==> src/rtl/ark_round_engine_if.sv <==
// ark_round_engine_if: request/result handshake bundle for the add-round-key engine
interface ark_round_engine_if #(
    parameter int KEY_W = 80
);
    logic             i_valid;
    logic             o_ready;
    logic             i_dec;
    logic [63:0]      i_msg;
    logic [KEY_W-1:0] i_key;
    logic             o_valid;
    logic             i_ready;
    logic [63:0]      o_cipher;
    logic [KEY_W-1:0] o_key_last;
    logic             o_busy;

    modport master (
        output i_valid, i_dec, i_msg, i_key, i_ready,
        input  o_ready, o_valid, o_cipher, o_key_last, o_busy
    );

    modport slave (
        input  i_valid, i_dec, i_msg, i_key, i_ready,
        output o_ready, o_valid, o_cipher, o_key_last, o_busy
    );
endinterface

==> src/rtl/ark_round_engine.sv <==
// ark_round_engine: iterative add-round-key engine with forward/inverse key schedule
module ark_round_engine #(
    parameter int KEY_W  = 80,
    parameter int ROUNDS = 25
) (
    input logic              i_clk,
    input logic              i_rst,
    ark_round_engine_if.slave bus
);
    // nibble i of each table holds S(i) / S^-1(i)
    localparam logic [63:0] SBOX     = 64'h6358_F02D_AC97_1B4E;
    localparam logic [63:0] SBOX_INV = 64'hB086_275C_4FD1_E93A;
    localparam logic [4:0]  RLAST    = 5'(ROUNDS - 1);

    typedef enum logic [1:0] {IDLE, RUN, DONE} state_t;

    state_t           state, state_n;
    logic [63:0]      s_q;
    logic [KEY_W-1:0] k_q, k_next, k_prev;
    logic [4:0]       rc;
    logic             dec_q;
    logic             last;
    logic             accept;

    function automatic logic [KEY_W-1:0] next_key(input logic [KEY_W-1:0] k, input logic [4:0] r);
        logic [KEY_W-1:0] t;
        t        = {k[KEY_W-14:0], k[KEY_W-1:KEY_W-13]};
        t[3:0]   = SBOX[{t[3:0], 2'b00} +: 4];
        t[63:59] = t[63:59] ^ r;
        return t;
    endfunction

    function automatic logic [KEY_W-1:0] prev_key(input logic [KEY_W-1:0] k, input logic [4:0] r);
        logic [KEY_W-1:0] t;
        t        = k;
        t[63:59] = t[63:59] ^ r;
        t[3:0]   = SBOX_INV[{t[3:0], 2'b00} +: 4];
        return {t[12:0], t[KEY_W-1:13]};
    endfunction

    assign k_next = next_key(k_q, rc);
    assign k_prev = prev_key(k_q, RLAST - rc);
    assign last   = rc == RLAST;
    assign accept = state == IDLE && bus.i_valid;

    assign bus.o_ready    = state == IDLE;
    assign bus.o_busy     = state == RUN;
    assign bus.o_valid    = state == DONE;
    assign bus.o_cipher   = s_q;
    assign bus.o_key_last = k_q;

    // state register
    always_ff @(posedge i_clk or posedge i_rst) begin
        if (i_rst) state <= IDLE;
        else       state <= state_n;
    end

    // next state: accept in IDLE, leave RUN after the last round, drain DONE on i_ready
    always_comb begin
        state_n = state;
        if (accept)                          state_n = RUN;
        else if (state == RUN && last)       state_n = DONE;
        else if (state == DONE && bus.i_ready) state_n = IDLE;
    end

    // datapath: load on accept, one round per RUN cycle, hold otherwise
    always_ff @(posedge i_clk or posedge i_rst) begin
        if (i_rst) begin
            s_q   <= '0;
            k_q   <= '0;
            rc    <= '0;
            dec_q <= 1'b0;
        end else if (accept) begin
            s_q   <= bus.i_msg;
            k_q   <= bus.i_key;
            rc    <= '0;
            dec_q <= bus.i_dec;
        end else if (state == RUN) begin
            s_q <= s_q ^ (dec_q ? k_prev[63:0] : k_q[63:0]);
            k_q <= dec_q ? k_prev : k_next;
            rc  <= last ? rc : rc + 5'd1;
        end
    end
endmodule

==> src/flat_wrapper.sv <==
// flat-port wrapper written by rule: the top's interface ports become plain ports
module ark_round_engine_flat 
#(
    parameter int KEY_W  = 80,
    parameter int ROUNDS = 25
)
  (i_clk, i_rst, bus_i_valid, bus_i_dec, bus_i_msg, bus_i_key, bus_i_ready, bus_o_ready, bus_o_valid, bus_o_cipher, bus_o_key_last, bus_o_busy);
  ark_round_engine_if #(.KEY_W(KEY_W)) bus_i ();
  input logic i_clk;
  input logic i_rst;
  input wire logic [$bits(bus_i.i_valid)-1:0] bus_i_valid;
  input wire logic [$bits(bus_i.i_dec)-1:0] bus_i_dec;
  input wire logic [$bits(bus_i.i_msg)-1:0] bus_i_msg;
  input wire logic [$bits(bus_i.i_key)-1:0] bus_i_key;
  input wire logic [$bits(bus_i.i_ready)-1:0] bus_i_ready;
  output wire logic [$bits(bus_i.o_ready)-1:0] bus_o_ready;
  output wire logic [$bits(bus_i.o_valid)-1:0] bus_o_valid;
  output wire logic [$bits(bus_i.o_cipher)-1:0] bus_o_cipher;
  output wire logic [$bits(bus_i.o_key_last)-1:0] bus_o_key_last;
  output wire logic [$bits(bus_i.o_busy)-1:0] bus_o_busy;
  assign bus_i.i_valid = bus_i_valid;
  assign bus_i.i_dec = bus_i_dec;
  assign bus_i.i_msg = bus_i_msg;
  assign bus_i.i_key = bus_i_key;
  assign bus_i.i_ready = bus_i_ready;
  assign bus_o_ready = bus_i.o_ready;
  assign bus_o_valid = bus_i.o_valid;
  assign bus_o_cipher = bus_i.o_cipher;
  assign bus_o_key_last = bus_i.o_key_last;
  assign bus_o_busy = bus_i.o_busy;
  ark_round_engine #(.KEY_W(KEY_W), .ROUNDS(ROUNDS)) u_core (.i_clk(i_clk), .i_rst(i_rst), .bus(bus_i));
endmodule
==> config.mk <==
export PLATFORM = sky130hd
export DESIGN_NAME = ark_round_engine_flat
export DESIGN_NICKNAME = d
export VERILOG_FILES = /design/src/rtl/ark_round_engine_if.sv /design/src/rtl/ark_round_engine.sv /design/src/flat_wrapper.sv
export SDC_FILE = /design/constraint.sdc
export NUM_CORES = 1
export LEC_CHECK = 0
export BUFFER_PORTS_ARGS = -buffer_cell sky130_fd_sc_hd__buf_2
export CELL_PAD_IN_SITES_DETAIL_PLACEMENT = 1
export CELL_PAD_IN_SITES_GLOBAL_PLACEMENT = 1
export CORE_MARGIN = 5
export CORE_UTILIZATION = 33
export DETAILED_ROUTE_END_ITERATION = 7
export MAX_ROUTING_LAYER = met4
export PLACE_DENSITY = 0.76
export REMOVE_ABC_BUFFERS = 1
export SYNTH_ARGS = -nofsm -noshare
export SYNTH_HDL_FRONTEND = slang
export SYNTH_SLANG_ARGS = --single-unit
==> constraint.sdc <==
create_clock -name i_clk -period 5 [get_ports i_clk]
set_clock_uncertainty 0.15 [all_clocks]
set_input_delay 1 -clock i_clk [delete_from_list [all_inputs] [get_ports i_clk]]
set_output_delay 1 -clock i_clk [all_outputs]
set_load 0.02 [all_outputs]
==> results by group <==
Timing
  – Final critical-path share of the clock period: 74.4%
  – Fin Hold WS: 0.389 ns
  – Unrepaired setup endpoints after global routing: false
  – Slew @ Worst Pin: 1.38 ns
  – Setup_tns: 0 ns
  – Final hold vios: 0
  – Final Critical Period: 3.72 ns
  – Max Slew Vio Count: 0
  – Fmax: 0.269 GHz
  – # setup viols final: 0
  – Rel. slew slack: 8.02%

Detailed routing
  – Wirelength per Cell: 18.1 µm
  – Via count: 9,318
  – Drt drc: 0
  – Detail Route Antenna Nets: 0
  – First DRT Iteration DRCs: 462
  – Drt pass-1 iters: 4
  – Vias per inst: 5.22
  – Total wire length: 32.3 mm

Clock tree
  – # hold bufs at CTS: 0
  – Post-CTS setup buffers: 0
  – Clock root cell: clkbuf_16
  – Reg clk slew, reported paths: 0.07 ns
  – Cts bufs inserted: 17
  – CTS Buffer Depth: 2
  – CTS tree: done
  – H-tree Lvls: 4
  – Clock sink count: 152
  – Post_cts resized: 0
  – Worst-Skew Late Latency: 0.43 ns

Synthesis
  – Largest family of logic cells by synthesized area: compound AO/OA/AOI/OAI gates
  – Async set-or-reset flop fraction in the synthesized netlist: 100%
  – Sequential area share after synthesis: 41.4%
  – YS warnings: 0
  – Synth Cell Area: 9190 µm²
  – Synth Area in Adders: 1.63%
  – Avg Cell Area, Syn: 7.95 µm²
  – Distinct cells, synth: 43
  – Post-synthesis mux area share: 3.35%
  – Synth Area in Compound Gates: 27.5%
  – EDFF count, synth: 0
  – Synth Area in XOR/XNOR: 2.17%
  – Synth Area in Simple Gates: 15.7%
  – Main synth FF type: dfrtp_1
  – Cells after synthesis: 1,156
  – FF+latch count, synth: 152

Status
  – Outcome: completed

Floorplan
  – Die Height: 177 µm
  – Area of the die: 31,300 µm²
  – Initial core utilization: 33.2%
  – Core area: 27,600 µm²
  – Row Count: 61
  – Die Wd: 177 µm
  – Ports: 296

Placed design
  – Routability Congestion: 0.805
  – Placed Cells: 1,744
  – HPWL after detailed placement: 22.0 mm
  – PortBufs: 295

Cells and area
  – Most frequent cells in the layout: buf_2, a21oi_1, dfrtp_1
  – Core Util, Final: 41.2%
  – FILL cells: 3,497
  – Nets@finish: 1,546
  – Area Overhead vs Synth: 24.0%
  – Non-filler instance count after layout: 1,785
  – Commonest non-fill, non-tap cell in the layout: buf_2
  – Share of cells above drive strength 1: 25.3%

Global routing
  – GRT Util Overall: 20.9%
  – Number of global-route vias before repair: 9,596
  – Remaining Overflow, GRT: 0
  – First-pass GRT wire length: 51.5 mm
  – Antenna violations before repair: 8
  – Largest net degree at the start of global routing: 240

Power and ir drop
  – Cell leakage power: 5.36 nW
  – Pwr Total: 3.25 mW
  – Maximum VDD drop: 0.000142 V
  – Pwr per Cell Area: 285 nW/µm²

Worst setup path
  – Worst setup SP type: flop
  – CP endpoint kind: output port
  – Crit. Startpoint: u_core.state[0]$_DFFE_PP0P_
  – Largest fanout on the critical path: 35
  – Critical path data required time: 3.85 ns
  – RR Startpoint: u_core.state[0]$_DFFE_PP0P_
  – Crit Path Class: reg -> out
  – Critical path arrival: 2.57 ns

Hold path
  – HP Start: u_core.bus.o_key_last[11]$_DFFE_PP0P_
  – Worst hold path type: reg -> reg

Flow run
  – Max-cap violations: 0
-- cell families after synthesis --
family                     after synthesis
AOI/OAI and AO/OA                      469
and+or+nand+nor                        316
buffers and inverters                  159
DFF                                    152
muxes                                   27
xor gates and xnor gates                21
adders and majority gates               12
-- worst paths after layout --
check / endpoint / slack, ns / cells past startpoint
setup / recovery: bus_o_busy / 1.28 / 3
hold / removal: u_core.bus.o_key_last[11]$_DFFE_PP0P_ / 0.39 / 2
setup reg to reg: u_core.bus.o_cipher[32]$_DFFE_PP0P_ / 1.38 / 7
hold reg to reg: u_core.bus.o_key_last[11]$_DFFE_PP0P_ / 0.39 / 2
max in group asynchronous: u_core.bus.o_cipher[23]$_DFFE_PP0P_ / 3.06 / 3
min in group asynchronous: u_core.bus.o_cipher[43]$_DFFE_PP0P_ / 0.64 / 2
-- where the power goes --
group / total [mW] / internal [mW] / switching, mW
registers: 1.40 / 1.30 / 0.0985
logic: 0.529 / 0.216 / 0.314
clock network: 1.32 / 0.714 / 0.610
total: 3.25 / 2.23 / 1.02
-- state kept, by name (all words and copies together), names as in the netlist --
name	cells
u_core.bus.o_key_last	80
u_core.bus.o_cipher	64
u_core.rc	5
u_core.state	2
u_core.dec_q	1
-- cell usage after synthesis (12+ instances only) --
| cell | instances | area (µm²) |
|---|---|---|
| a21oi_1 | 286 | 1430 |
| buf_2 | 52 | 260 |
| buf_4 | 22 | 165 |
| clkbuf_1 | 20 | 75.1 |
| dfrtp_1 | 152 | 3800 |
| ha_1 | 12 | 150 |
| inv_1 | 62 | 233 |
| mux2i_1 | 24 | 240 |
| nand2_1 | 108 | 405 |
| nand3_1 | 14 | 70.1 |
| nor2_1 | 76 | 285 |
| nor2b_1 | 47 | 294 |
| nor3_1 | 52 | 260 |
| o21ai_0 | 28 | 140 |
| o21ai_1 | 62 | 310 |
| o22ai_1 | 58 | 363 |
| xnor2_1 | 16 | 140 |
-- critical path, cell delays in order (launching register included) --
cell	delay, ns
dfrtp_2	0.93
nand2_1	0.66
inv_4	0.34
buf_2	0.22
-- metal layers --
metal / share of wire (%) / track usage [%] / up-vias
met3: 5.4 / 5.23 / 29
li1: - / - / 4507
met5: 0 / - / -
met2: 49 / 34.3 / 219
met4: 1.4 / 4.87 / 0
met1: 45 / 26.1 / 4563
-- layout make-up --
cell class / count / area [µm²] / area share, %
Antenna cell: 9 / 22.5 / 0.198
Clock buffer: 18 / 439 / 3.86
Clock inverter: 14 / 140 / 1.23
Inverter: 63 / 244 / 2.14
Multi-Input combinational cell: 845 / 4630 / 40.6
Sequential cell: 152 / 3810 / 33.4
Tap cell: 378 / 473 / 4.15
Timing Repair Buffer: 306 / 1630 / 14.3
-- stage by stage --
step	area, µm²	worst slack (ns)
3_3_place_gp	10800	1.52
4_1_cts	11400	1.23
6_report	11400	1.28
2_1_floorplan	8670	-2.08
5_1_grt	11400	1.13
3_5_place_dp	10800	1.46
Note: power is estimated with default switching activity, not from simulation.
